[src/rtl/hil_pkg.sv]
// Shared definitions for the HIL result return path: transmitter states,
// result-byte layout and the packing helper used by the top level.
package hil_pkg;

    typedef enum logic [1:0] {
        IDLE,
        START,
        DATA,
        STOP
    } tx_state_t;

    localparam int MISMATCH = 7;
    localparam int OBS_Y    = 6;
    localparam int SEL_HI   = 5;
    localparam int SEL_LO   = 4;

    // 100 MHz system clock at 115200 baud.
    localparam int DEFAULT_CLKS_PER_BIT = 868;

    // Builds the result byte from one observation; bit 7 flags y != i[s].
    function automatic logic [7:0] pack_result(input logic [3:0] i,
                                               input logic [1:0] s,
                                               input logic       y);
        logic [7:0] r;
        r                = {4'b0000, i};
        r[SEL_HI:SEL_LO] = s;
        r[OBS_Y]         = y;
        r[MISMATCH]      = (y != i[s]);
        return r;
    endfunction

endpackage

[src/rtl/uart_tx_core.sv]
// UART 8N1 transmitter with a byte-wide valid/ready input. The line output is
// registered; ready/busy decode the state directly and are forced low in reset.
module uart_tx_core
    import hil_pkg::*;
#(
    parameter int CLKS_PER_BIT = DEFAULT_CLKS_PER_BIT
) (
    input  logic       clk,
    input  logic       rst,
    input  logic       in_valid,
    output logic       in_ready,
    input  logic [7:0] in_data,
    output logic       tx,
    output logic       busy
);

    localparam logic [15:0] BAUD_LAST = 16'(CLKS_PER_BIT - 1);

    tx_state_t   state, state_next;
    logic [15:0] baud, baud_next;
    logic [2:0]  bit_idx, bit_idx_next;
    logic [7:0]  shift, shift_next;
    logic        tx_next;
    logic        bit_done;

    assign bit_done = (baud == BAUD_LAST);
    assign in_ready = (state == IDLE) && !rst;
    assign busy     = (state != IDLE) && !rst;

    always_comb begin
        // NOTE: every next-state signal gets a default before the case so no
        // path through this block can leave one unassigned and infer a latch.
        state_next   = state;
        baud_next    = baud;
        bit_idx_next = bit_idx;
        shift_next   = shift;
        tx_next      = tx;

        case (state)
            IDLE: begin
                tx_next      = 1'b1;
                baud_next    = '0;
                bit_idx_next = '0;
                if (in_valid && in_ready) begin
                    shift_next = in_data;
                    tx_next    = 1'b0;
                    state_next = START;
                end
            end
            START: begin
                if (bit_done) begin
                    baud_next  = '0;
                    tx_next    = shift[0];
                    state_next = DATA;
                end else begin
                    baud_next = baud + 16'd1;
                end
            end
            DATA: begin
                if (bit_done) begin
                    baud_next = '0;
                    if (bit_idx == 3'd7) begin
                        tx_next    = 1'b1;
                        state_next = STOP;
                    end else begin
                        // Shift first so tx always shows shift[0] during a bit.
                        bit_idx_next = bit_idx + 3'd1;
                        shift_next   = {1'b0, shift[7:1]};
                        tx_next      = shift[1];
                    end
                end else begin
                    baud_next = baud + 16'd1;
                end
            end
            STOP: begin
                if (bit_done) begin
                    baud_next  = '0;
                    state_next = IDLE;
                end else begin
                    baud_next = baud + 16'd1;
                end
            end
            default: begin
                state_next = IDLE;
                baud_next  = '0;
                tx_next    = 1'b1;
            end
        endcase
    end

    // NOTE: sequential state uses non-blocking assignments so every register
    // samples the pre-edge values regardless of statement order.
    always_ff @(posedge clk) begin
        if (rst) begin
            state   <= IDLE;
            baud    <= '0;
            bit_idx <= '0;
            shift   <= '0;
            tx      <= 1'b1;
        end else begin
            state   <= state_next;
            baud    <= baud_next;
            bit_idx <= bit_idx_next;
            shift   <= shift_next;
            tx      <= tx_next;
        end
    end

endmodule

[src/rtl/hil_result_tx.sv]
// HIL return path: checks one 4:1 mux observation, packs the verdict into a
// result byte for the UART and keeps saturating pass/fail counters.
module hil_result_tx
    import hil_pkg::*;
#(
    parameter int CLKS_PER_BIT = DEFAULT_CLKS_PER_BIT
) (
    input  logic       clk,
    input  logic       rst,
    input  logic       cap_valid,
    output logic       cap_ready,
    input  logic [3:0] cap_i,
    input  logic [1:0] cap_s,
    input  logic       cap_y,
    output logic       tx,
    output logic       busy,
    output logic [7:0] pass_cnt,
    output logic [7:0] fail_cnt
);

    logic [7:0] result;
    logic       accept;

    assign result = pack_result(cap_i, cap_s, cap_y);
    assign accept = cap_valid && cap_ready;

    uart_tx_core #(
        .CLKS_PER_BIT(CLKS_PER_BIT)
    ) u_tx (
        .clk     (clk),
        .rst     (rst),
        .in_valid(cap_valid),
        .in_ready(cap_ready),
        .in_data (result),
        .tx      (tx),
        .busy    (busy)
    );

    always_ff @(posedge clk) begin
        if (rst) begin
            pass_cnt <= '0;
            fail_cnt <= '0;
        end else if (accept) begin
            if (result[MISMATCH]) begin
                if (fail_cnt != 8'hFF) fail_cnt <= fail_cnt + 8'd1;
            end else begin
                if (pass_cnt != 8'hFF) pass_cnt <= pass_cnt + 8'd1;
            end
        end
    end

endmodule

[config.mk]
export PLATFORM = sky130hd
export DESIGN_NAME = hil_result_tx
export DESIGN_NICKNAME = d
export VERILOG_FILES = /design/src/rtl/hil_pkg.sv /design/src/rtl/uart_tx_core.sv /design/src/rtl/hil_result_tx.sv
export SDC_FILE = /design/constraint.sdc
export NUM_CORES = 1
export LEC_CHECK = 0
export BUFFER_PORTS_ARGS = -buffer_cell sky130_fd_sc_hd__buf_2
export CELL_PAD_IN_SITES_DETAIL_PLACEMENT = 0
export CELL_PAD_IN_SITES_GLOBAL_PLACEMENT = 2
export CORE_AREA = 5 5 95 97
export CTS_BUF_LIST = sky130_fd_sc_hd__clkbuf_8
export CTS_CLUSTER_DIAMETER = 120
export DETAILED_ROUTE_END_ITERATION = 10
export DIE_AREA = 0 0 100 102
export PLACE_DENSITY = 0.71
export SETUP_SLACK_MARGIN = 0.15
export SLEW_MARGIN = 20
export SYNTH_ARGS = -nofsm -noshare
export SYNTH_HDL_FRONTEND = slang
export SYNTH_SLANG_ARGS = --single-unit
[constraint.sdc]
create_clock -name clk -period 1.7 [get_ports clk]
set_input_delay 0.085 -clock clk [delete_from_list [all_inputs] [get_ports clk]]
set_output_delay 0.085 -clock clk [all_outputs]
set_load 0.02 [all_outputs]
Word level (Yosys, flattened, before mapping):

Cells that the tools add are included.

* $add $sub $neg: 4
* magnitude comparators: 1
* equal/unequal tests: 14
* mux-type cells: 22
* bitwise gates (word level): 1
* reductions and logical operators: 15

Operators by type and width (number)
* one-hot mux 16 bit (2 select lines): 1
* two-way mux 8 bit: 3
* adder 16 x 1 -> 16 bit, second input constant: 1
* adder 8 x 1 -> 8 bit, second input constant: 2
* == test 16 x 10 -> 1 bit, second input constant: 1
* two-way mux 16 bit: 1
* != test 8 bit, second input constant: 2
* one-hot mux 8 bit (2 select lines): 1
* AND reduction 3 bit: 4
* two-way mux 2 bit: 5
* != test 2 x 1 -> 1 bit, second input constant: 4
* one-hot mux 2 bit (4 select lines): 1
* two-way mux 3 bit: 2
* one-hot mux 3 bit (2 select lines): 1
* two-way mux 1 bit: 5
* AND reduction 5 bit: 1
* == test 2 bit, second input constant: 2
* != test 2 bit, second input constant: 2
* AND reduction 4 bit: 1
* nonzero test 2 bit: 2
* adder 3 x 1 -> 3 bit, second input constant: 1
* == test 3 bit, second input constant: 1
* logical AND 1 bit: 3
* less-than comparator 2 x 3 -> 1 bit, second input constant: 1
* other kinds (9): 9

* flip-flop bits (word level): 46
* bits of input ports: 10
* output and inout port bits: 19
* word-level logic and storage cells: 64

Longest topological paths before layout:

Gate-level depths: netlist of run 1.

* depth after elaboration: 5
* mapped depth: 8
* depth with buffers taken out: 6

By module:

Synthesis of run 1 repeated with hierarchy kept, for this count alone.

* cells, all modules: 279
* area total of the unflattened synthesis: 2502.4 um2

By module, submodules not included
* uart_tx_core: times used 1, cells an instance 177, area an instance 1614.0 um2, sequential area each 600.6 um2
* hil_result_tx: times used 1, cells an instance 102, area an instance 888.4 um2, sequential area each 320.3 um2

Worst setup path after synthesis of run 1:

OpenSTA, ideal clock, no wires.

* path kind: reg-to-reg
* start point: reg u_tx.baud[0]
* end point: reg u_tx.shift[4]
* setup time: 143 ps
* arrival: 1631 ps
* required time: 1557 ps
* slack: -74 ps
* stages on the path, launching flop included: 6
* path buffers: 0
* period minus slack after synthesis: 1774 ps
* cell sequence: dfxtp_1 > ha_1 > nor3b_1 > nand4_1 > a221oi_2 > o22ai_1

* cells in the longest elaborated chain, start to end: 3

RTL lines
* start, declared: line uart_tx_core.sv:20 `logic [15:0] baud, baud_next;`
* start signal, assigned: line uart_tx_core.sv:102 `baud <= baud_next;`
* == test 16 x 10 -> 1 bit: line uart_tx_core.sv:26 `assign bit_done = (baud == BAUD_LAST);`
* != test 2 x 1 -> 1 bit (no source line)
* AND reduction 4 bit (no source line)
* end signal, assigned: line uart_tx_core.sv:104 `shift <= shift_next;`
* end, declared: line uart_tx_core.sv:22 `logic [7:0] shift, shift_next;`

No other way between the ends.
A chain may end at the register's enable or synchronous reset.

Final worst setup path of run 1:

* start point: reg u_tx.baud[13]
* end point: reg u_tx.state[0]

* cells in the longest elaborated chain, start to end: 3
* elaborated cells on any way between the ends: 5
* those cells by class: eq/ne (4); reduce/logical (1)

RTL lines
* == test 16 x 10 -> 1 bit (*): line uart_tx_core.sv:26
* != test 2 x 1 -> 1 bit (no source line)
* AND reduction 5 bit (no source line) (*)
* end signal, assigned: line uart_tx_core.sv:101 `state <= state_next;`
* end, declared: line uart_tx_core.sv:19 `tx_state_t state, state_next;`

Every way passes the cells marked *; elsewhere a longest branch is shown, timed or not.

==> results of run 1 <==
flip-flops by register name, indices dropped and copies added, names as in the netlist:
register      count
u_tx.bit_idx      3
u_tx.baud        16
u_tx.shift        8
fail_cnt          8
u_tx.state        2
u_tx.tx           1
pass_cnt          8
worst max-delay path: stages, from the launching register on:
cell,delay [ns]
dfxtp_1,0.35
nor4b_2,0.34
nand4_1,0.15
buf_6,0.17
a2111o_1,0.41
o211a_1,0.12
final timing paths:
| path | start | endpoint | cells past startpoint | slack [ns] |
|---|---|---|---|---|
| setup / recovery | u_tx.baud[13] | u_tx.state[0] | 5 | 0.06 |
| hold / removal | rst | u_tx.shift[5] | 2 | 0.11 |
| setup reg to reg | u_tx.baud[13] | u_tx.state[0] | 5 | 0.06 |
| hold reg to reg | u_tx.baud[0] | u_tx.baud[0] | 1 | 0.45 |
cell families after synthesis:
| family | Yosys count |
|---|---|
| muxes | 10 |
| and+or+nand+nor | 129 |
| AOI/OAI and AO/OA | 67 |
| DFF | 46 |
| xor gates and xnor gates | 11 |
| buffers and inverters | 23 |
| adders and majority gates | 10 |
timing repair:
action / in CTS / in global routing
gates cloned: 0 / 1
endpoints found under the setup margin: 43 / 46
buffers inserted: 4 / 6
hold buffers: 0 / 0
gates resized for setup: 25 / 33
pin swaps: 7 / 10
stage by stage:
stage                     instances  area [um2]  TNS [ns]
after floorplan                 296        2710         0
after global placement          457        3180    -0.349
after detailed placement        457        3180    -0.573
after CTS                       469        3400         0
after global routing            476        3580    -0.196
final                           476        3580         0
routing by layer:
metal  global-route usage  wire (um)
met5                    0          0
met3               0.0287        284
met1                0.184       3260
met4               0.0394         68
met2                0.209       3100
cell type report:
class,instances,area share
clock buffers,6,0.0231
clock inverters,2,0.00245
inverters,7,0.00804
multi-input cells,228,0.500
flip-flops and latches,46,0.269
well taps,105,0.0367
repair buffers,82,0.161
synth_stat cells, drive strengths merged:
| cell type | instances | area, um2 |
|---|---|---|
| nor4 | 5 | 37.5 |
| a41oi | 8 | 70.1 |
| nor2 | 18 | 67.6 |
| nand2b | 11 | 68.8 |
| nor3b | 1 | 7.51 |
| a221oi | 1 | 15.0 |
| o311ai | 1 | 8.76 |
| xor2 | 6 | 52.6 |
| inv | 7 | 26.3 |
| or4 | 6 | 45.0 |
| mux2i | 5 | 50.1 |
| ha | 10 | 125 |
| nand2 | 21 | 78.8 |
| or3 | 11 | 70.1 |
| o211ai | 4 | 30.0 |
| a21oi | 25 | 125 |
| and2 | 2 | 12.5 |
| o211a | 1 | 10.0 |
| mux4 | 1 | 22.5 |
| mux2 | 4 | 45.0 |
| xnor2 | 5 | 43.8 |
| and4 | 3 | 26.3 |
| o21a | 1 | 7.51 |
| nor4bb | 1 | 10.0 |
| and3 | 2 | 12.5 |
| clkbuf | 10 | 57.6 |
| nor3 | 3 | 15.0 |
| a211oi | 1 | 7.51 |
| nand4 | 9 | 56.3 |
| nor4b | 4 | 35.0 |
| buf | 6 | 42.5 |
| o41ai | 1 | 8.76 |
| dfxtp | 46 | 921 |
| nand4b | 7 | 61.3 |
| a31oi | 1 | 6.26 |
| nor2b | 6 | 37.5 |
| and3b | 1 | 8.76 |
| o31ai | 5 | 37.5 |
| a2111o | 1 | 11.3 |
| o22ai | 7 | 43.8 |
| nand3 | 18 | 95.1 |
| o21ai | 10 | 53.8 |
power by group through the flow:
stage               registers, uW  clock network (uW)  logic [uW]
finish                       1270                 712        1620
global route                 1280                 790        1760
detailed placement           1290                   0        1410
global placement             1290                   0        1400
CTS                          1260                 752        1530
floorplan                    1300                   0         912
==> metrics.txt, run 1 <==
status complete, no violations; Synthesized Nets about 320; DR pass1 iterations 4; Buffers on Ports 28; total global-route track usage 0.133; area of the multi-input gates 1790 um2; most frequent cells in the layout buf_4 (47), dfxtp_1 (29), buf_2 (28); Peak VDD IR 401 uV; commonest non-fill, non-tap cell in the layout buf_4; H-tree Lvls 2; area delta synth->final 39.3%; Final GP Congestion 0.753; layout cells sized above 1 0.407; Root Buffer clkbuf_8; worst hold path type input pin to flop; initial antenna violation count 0; Clk pwr share 0.198; Sw Share 0.362; antenna diode count 0; Pint 2300 uW; final period utilization 0.967; FP Rows 33; area of the die 10200 um2; PnR Total Power between 3000 and 4000 uW; Die Y 102 um; first-pass GRT wire length 11200 um; CTS tree built; Pleak 0.00129 uW; multiplexer area fraction after synthesis 0.0458; clock sink total 46; drt wl/cell 14.1 um; synthesized instance count 296; Arrival @ worst endpoint 1.84 ns; DR DRC count 0; IO Pins 29; combinational power share 0.450; sequential element share of the synthesized area 0.359; Max-Slew Margin vs Limit 0.682; FMAX 0.608 GHz; post-detail-place hpwl 4640 um; final core occ 0.444; max-slew violations 0; CTS buffer count 5; main combinational cell family by area after synthesis simple AND/OR/NAND/NOR gates; Die Width 100 um; Post-Place Setup Slack -0.0923 ns; Max Clock Skew 0.00766 ns; crit-path max FO 5; Yosys reg bits 46; RSZ-0062 raised after global routing true; largest net degree at the start of global routing 34; syn_area_per_cell 8.67 um2; CTS clock-pin slew for the worst setup and hold paths 0.09 ns; area of the core about 8000 um2; Yosys Warn Count 0; Max Cap Viol 0; Via Count 2484; crit end category flop; Post-Route WL 6720 um; gr ovfl total 0; fill count roughly 800; clk buf depth 2; power per cell area 1010 nW/um2; adder-cell share of the synthesized area 0.0487; final setup violation count 0; DRT antenna net count 0; compound-gate portion of the synthesized area 0.170; P_sw 1300 uW; Worst Setup Slack, final between 0.05 and 0.06 ns; Worst-Margin Slew 0.476 ns; Hold WS between 0.1 and 0.15 ns; Cell Area, Synth 2570 um2; Final min period 1.64 ns; XOR/XNOR share of the synthesized area 0.0375; Final Hold Viols 0; register area 962 um2; Final nets 390; vias in the first global route 2309; Post-Synth Simple-Gate Area 0.290; WP data required between 1.5 and 2 ns; worst-skew pair later-pin latency 0.30 ns; Startpoint Class flop; vias per cell about 5.2; Netlist cell types 49; Sequential Power Share 0.352; critical path type flop to flop; 1st-iter DRT viols 106; Initial Util 0.319
(Power assumes the default switching activity.)
==> inputs of run 2 (changes only) <==
--- a/config.mk
+++ b/config.mk
@@ -14,6 +14,7 @@
 export DETAILED_ROUTE_END_ITERATION = 10
 export DIE_AREA = 0 0 100 102
 export PLACE_DENSITY = 0.71
+export RECOVER_POWER = 25
 export SETUP_SLACK_MARGIN = 0.15
 export SLEW_MARGIN = 20
 export SYNTH_ARGS = -nofsm -noshare
==> metrics.txt, run 2 (synthesis results as in run 1) <==
Final GP Congestion 0.753 (unchanged); largest reg by FF count u_tx.baud (unchanged); DR DRC count 0 (unchanged); CTS clock-pin slew for the worst setup and hold paths 0.09 ns (about the same); worst-skew pair later-pin latency 0.30 ns (about the same); Arrival @ worst endpoint 1.85 ns (was 1.84 ns); CTS buffer count 5 (unchanged); Largest register FFs 16 (unchanged); gr ovfl total 0 (unchanged); Pleak 0.00127 uW (was 0.00129 uW); RSZ-0062 raised after global routing true (unchanged); H-tree Lvls 2 (unchanged); FP Rows 33 (unchanged); GR peak layer met2 (unchanged); Worst-Margin Slew 0.474 ns (was 0.476 ns); FMAX 0.607 GHz (was 0.608 GHz); most frequent cells in the layout buf_4 (47), dfxtp_1 (29), buf_2 (24) (was buf_4 (47), dfxtp_1 (29), buf_2 (28)); placed cell count 457 (unchanged); IO Pins 29 (unchanged); worst hold path type input pin to flop (unchanged); final setup violation count 0 (unchanged); GRT met2 Usage 0.209 (unchanged); Max Cap Viol 0 (unchanged); largest net degree at the start of global routing 34 (unchanged); drt wl/cell 14.3 um (was 14.1 um); met1 usage 0.184 (unchanged); Initial Util 0.319 (unchanged); Buffers on Ports 28 (unchanged); critical path type flop to flop (unchanged); layout cells sized above 1 0.396 (was 0.407); area of the die 10200 um2 (unchanged); Final TNS setup 0 ns (unchanged); max-slew violations 0 (unchanged); post-detail-place hpwl 4640 um (unchanged); total global-route track usage 0.133 (unchanged); final non-filler cell total 476 (unchanged); clock sink total 46 (unchanged); vias in the first global route 2309 (unchanged); met3 Use GR 0.0287 (unchanged); CTS tree built (unchanged); Die Width 100 um (unchanged); DRT antenna net count 0 (unchanged); 1st-iter DRT viols 98 (was 106); Root Buffer clkbuf_8 (unchanged); Post-Route WL 6810 um (was 6720 um); Die Y 102 um (unchanged); crit-path max FO 5 (unchanged); Via Count 2494 (was 2484); area delta synth->final 39.1% (was 39.3%); WP data required 1.90 ns (about the same); Final nets 390 (unchanged); Max-Slew Margin vs Limit 0.684 (was 0.682); Final min period 1.65 ns (was 1.64 ns); initial antenna violation count 0 (unchanged); fill count 805 (was 802); antenna diode count 0 (unchanged); first-pass GRT wire length 11200 um (unchanged); Startpoint Class flop (unchanged); power per cell area 1010 nW/um2 (about the same); status complete, no violations (unchanged); DR pass1 iterations 4 (unchanged); clk buf depth 2 (unchanged); commonest non-fill, non-tap cell in the layout buf_4 (unchanged); Max Clock Skew 0.00703 ns (was 0.00766 ns); crit end category flop (unchanged); Final Hold Viols 0 (unchanged); vias per cell 5.24 (was 5.22); Peak VDD IR 403 uV (was 401 uV); final period utilization 0.970 (was 0.967); area of the core 8050 um2 (unchanged)
==> run 2: cell count changes in the layout (fill, tap and decap cells not counted), sizes merged <==
cell | before | now
clkbuf | 6 | 10
buf | 82 | 78
==> run 2: worst paths after layout <==
path                                     from            end  cells after the start  slack, ns
worst max-delay path            u_tx.baud[13]  u_tx.state[0]                      5       0.05
worst min-delay path                      rst  u_tx.shift[5]                      2       0.11
worst max register to register  u_tx.baud[13]  u_tx.state[0]                      5       0.05
worst min register to register   u_tx.baud[0]   u_tx.baud[0]                      1       0.45
==> run 2: per-layer routing <==
metal	share of wire	wire length, um	vias to the layer above
met5	0	0	-
met4	0.0082	56	0
met3	0.039	265	4
met2	0.46	3120	33
met1	0.49	3370	1200
li1	-	-	1257
==> run 2: what timing repair did <==
| item | 4_1_cts | 5_1_grt |
|---|---|---|
| buffers inserted | 4 | 6 |
| hold buffers | 0 | 0 |
| endpoints found under the setup margin | 43 | 46 |
| gates cloned | 0 | 1 |
| resized for setup | 25 | 33 |
| pin swaps | 7 | 10 |
==> run 2: report_power, final <==
group,switching [uW],leakage [uW],internal (uW),total (uW)
sequential,90.9,0.000383,1180,1270
combinational,827,0.000836,794,1620
clock,391,0.0000524,324,714
==> run 2: area by class of cell <==
type | count | area [um2] | share of cell area
multi-input cells | 228 | 1790 | 0.501
flip-flops and latches | 46 | 962 | 0.269
repair buffers | 82 | 571 | 0.160
well taps | 105 | 131 | 0.0368
clock buffers | 6 | 82.6 | 0.0231
inverters | 7 | 28.8 | 0.00806
clock inverters | 2 | 8.76 | 0.00245
==> run 2: through the flow <==
stage / hold WS, ns / setup WS [ns] / instance area, um2 / util / power, uW
5_1_grt: 0.112 / -0.0403 / 3570 / 0.444 / 3840
3_3_place_gp: 0.421 / -0.0778 / 3180 / 0.395 / 2690
2_1_floorplan: 0.387 / 0.0734 / 2710 / - / 2210
3_5_place_dp: 0.411 / -0.0923 / 3180 / 0.395 / 2690
6_report: 0.107 / 0.0516 / 3570 / 0.444 / 3600
4_1_cts: 0.0898 / 0.0377 / 3400 / 0.423 / 3550
==> run 2: critical path, cell delays in order, from the launching register on <==
cell and delay (ns):
dfxtp_1 0.35, nor4b_2 0.35, nand4_1 0.15, buf_6 0.17, a2111o_1 0.41, o211a_1 0.12
==> inputs of run 3 (changes only) <==
--- a/config.mk
+++ b/config.mk
@@ -8,11 +8,12 @@
 export BUFFER_PORTS_ARGS = -buffer_cell sky130_fd_sc_hd__buf_2
 export CELL_PAD_IN_SITES_DETAIL_PLACEMENT = 0
 export CELL_PAD_IN_SITES_GLOBAL_PLACEMENT = 2
-export CORE_AREA = 5 5 95 97
+export CORE_AREA = 4 4 94 96
 export CTS_BUF_LIST = sky130_fd_sc_hd__clkbuf_8
 export CTS_CLUSTER_DIAMETER = 120
 export DETAILED_ROUTE_END_ITERATION = 10
-export DIE_AREA = 0 0 100 102
+export DIE_AREA = 0 0 98 100
+export GPL_TIMING_DRIVEN = 0
 export PLACE_DENSITY = 0.71
 export RECOVER_POWER = 25
 export SETUP_SLACK_MARGIN = 0.15
==> metrics.txt, run 3 (synthesis results as in run 1) <==
area delta synth->final 56.9% (was 39.1%); max-slew violations 0 (unchanged); gr ovfl total 0 (unchanged); most frequent cells in the layout buf_4 (27), dfxtp_1 (21), buf_2 (19) (was buf_4 (47), dfxtp_1 (29), buf_2 (24)); Min-Delay Endpoint u_tx.baud[15] (was u_tx.shift[5]); Final min period 1.65 ns (about the same); antenna diode count 0 (unchanged); Pint 2680 uW (was 2290 uW); Clk pwr share 0.157 (was 0.198); Post-Route WL 7510 um (was 6810 um); reg2reg end u_tx.state[0] (unchanged); Die Width 98 um (was 100 um); CTS tree built (unchanged); largest net degree at the start of global routing 14 (was 34); commonest non-fill, non-tap cell in the layout buf_4 (unchanged); DRT antenna net count 0 (unchanged); area of the core 8050 um2 (unchanged); vias per cell 5.31 (was 5.24); Max Cap Viol 0 (unchanged); RSZ-0062 raised after global routing true (unchanged); first-pass GRT wire length 11700 um (was 11200 um); hold_sp rst (unchanged); Worst-Margin Slew 0.690 ns (was 0.474 ns); drt wl/cell 15.7 um (was 14.3 um); Via Count 2543 (was 2494); Max-Slew Margin vs Limit 0.540 (was 0.684); worst hold path depth 4 (was 2); initial antenna violation count 0 (unchanged); FMAX 0.606 GHz (was 0.607 GHz); crit-path max FO 4 (was 5); CTS buffer count 5 (unchanged); Crit path largest cell delay 0.42 ns (was 0.41 ns); hold_buf cts 0 (unchanged); FP Rows 33 (unchanged); final setup violation count 0 (unchanged); clock sink total 46 (unchanged); clk buf depth 2 (unchanged); area of the die 9800 um2 (was 10200 um2); Final nets 394 (was 390); DR DRC count 0 (unchanged); critical path type flop to flop (unchanged); Worst R2R Setup Slack 0.05 ns (about the same); DR pass1 iterations 4 (unchanged); Worst Reg-to-Reg Cells 5 (unchanged); Arrival @ worst endpoint 1.86 ns (was 1.85 ns); Largest register FFs 16 (unchanged); placed cell count 428 (was 457); Initial Util 0.319 (unchanged); H-tree Lvls 2 (unchanged); Sequential Power Share 0.301 (was 0.352); Peak VDD IR 674 uV (was 403 uV); CTS clock-pin slew for the worst setup and hold paths 0.09 ns (about the same); status complete, no violations (unchanged); post-detail-place hpwl 4620 um (was 4640 um); Final GP Congestion 0.724 (was 0.753); Die Y 100 um (was 102 um); WP data required 1.91 ns (was 1.90 ns); Critical R2R Launch u_tx.state[0] (was u_tx.baud[13]); CP max-delay cell a2111o_1 (unchanged); Sw Share 0.374 (was 0.363); largest reg by FF count u_tx.baud (unchanged); final period utilization 0.970 (about the same); Startpoint Class flop (unchanged); worst hold path type input pin to flop (unchanged); Pleak 0.00137 uW (was 0.00127 uW); combinational power share 0.542 (was 0.450); power per cell area 1060 nW/um2 (was 1010 nW/um2); vias in the first global route 2425 (was 2309); worst-skew pair later-pin latency 0.31 ns (was 0.30 ns); P_sw 1600 uW (was 1310 uW); layout cells sized above 1 0.519 (was 0.396); IO Pins 29 (unchanged); crit end category flop (unchanged); Final TNS setup 0 ns (unchanged); Max Clock Skew 0.0148 ns (was 0.00703 ns); 1st-iter DRT viols 111 (was 98); Buffers on Ports 27 (was 28); crit-path cells inv_4 -> ha_4 -> or3_4 -> a2111o_1 -> o211a_1 (was nor4b_2 -> nand4_1 -> buf_6 -> a2111o_1 -> o211a_1); final non-filler cell total 479 (was 476); Root Buffer clkbuf_8 (unchanged); total global-route track usage 0.145 (was 0.133); Final Hold Viols 0 (unchanged)
run 3: cell types whose count changed in the layout (fill, tap and decap cells not counted), moves of 4 or more:
cell,before,now
nor2_4,0,7
mux2_4,0,4
clkbuf_1,4,10
buf_4,47,27
buf_2,24,19
dfxtp_1,29,21
mux2_2,4,0
nor2_1,17,9
dfxtp_2,9,17
buf_6,6,17
a21oi_1,21,12
a21oi_2,4,12
run 3: area by class of cell:
cell class	instances	area (um2)
plain buffers	16	174
clock inverters	2	11.3
repair buffers	69	527
inverters	7	31.3
multi-input cells	229	2110
fillers	764	4020
flip-flops and latches	46	972
well taps	105	131
clock buffers	5	68.8
run 3: through the flow:
step	power (uW)	hold WS, ns	area, um2	utilization	setup WS (ns)
2_1_floorplan	2210	0.387	2710	-	0.0734
3_3_place_gp	2520	0.444	2970	0.369	-0.339
3_5_place_dp	2520	0.448	2970	0.369	-0.304
4_1_cts	3810	0.263	3530	0.438	0.0253
5_1_grt	4530	0.226	4030	0.500	-0.0399
6_report	4280	0.230	4030	0.500	0.0509
run 3: per-layer routing:
metal  vias to the layer above  GRT usage  part of all wire
li1                       1276          -                 -
met1                      1232      0.194              0.48
met2                        31      0.239              0.48
met3                         4     0.0375             0.035
met4                         0     0.0288            0.0073
met5                         -          0                 0
run 3: how the worst max path moves through the flow:
| stage | startpoint | to | slack (ns) | cells after the start |
|---|---|---|---|---|
| 2_1_floorplan | u_tx.state[0] | u_tx.state[1] | 0.07 | 5 |
| 3_3_place_gp | cap_s[0] | pass_cnt[1] | -0.34 | 6 |
| 3_5_place_dp | cap_s[0] | pass_cnt[1] | -0.30 | 6 |
| 4_1_cts | u_tx.baud[0] | u_tx.baud[1] | 0.03 | 7 |
| 5_1_grt | u_tx.state[0] | pass_cnt[2] | -0.04 | 8 |
| 6_report | u_tx.state[0] | u_tx.state[0] | 0.05 | 5 |
run 3: what timing repair did:
action	CTS	global route
resized for setup	61	93
gates cloned	4	0
pin swaps	28	33
buffers inserted	24	16
setup endpoints to repair	47	48
run 3: power by group through the flow:
stage / Clock [uW] / Sequential [uW] / Combinational (uW)
after floorplan: 0 / 1300 / 912
after global placement: 0 / 1300 / 1220
after detailed placement: 0 / 1300 / 1220
after CTS: 695 / 1290 / 1830
after global routing: 739 / 1310 / 2480
final: 671 / 1290 / 2320
run 3: worst max-delay path: cells and delay by family, from the launching register on:
family	cells	cell delay [ns]
buffers and inverters	1	0.05
adder cells (fa/ha/maj)	1	0.16
AO/OA/AOI/OAI	2	0.55
flip-flops	1	0.38
AND/OR/NAND/NOR	1	0.41
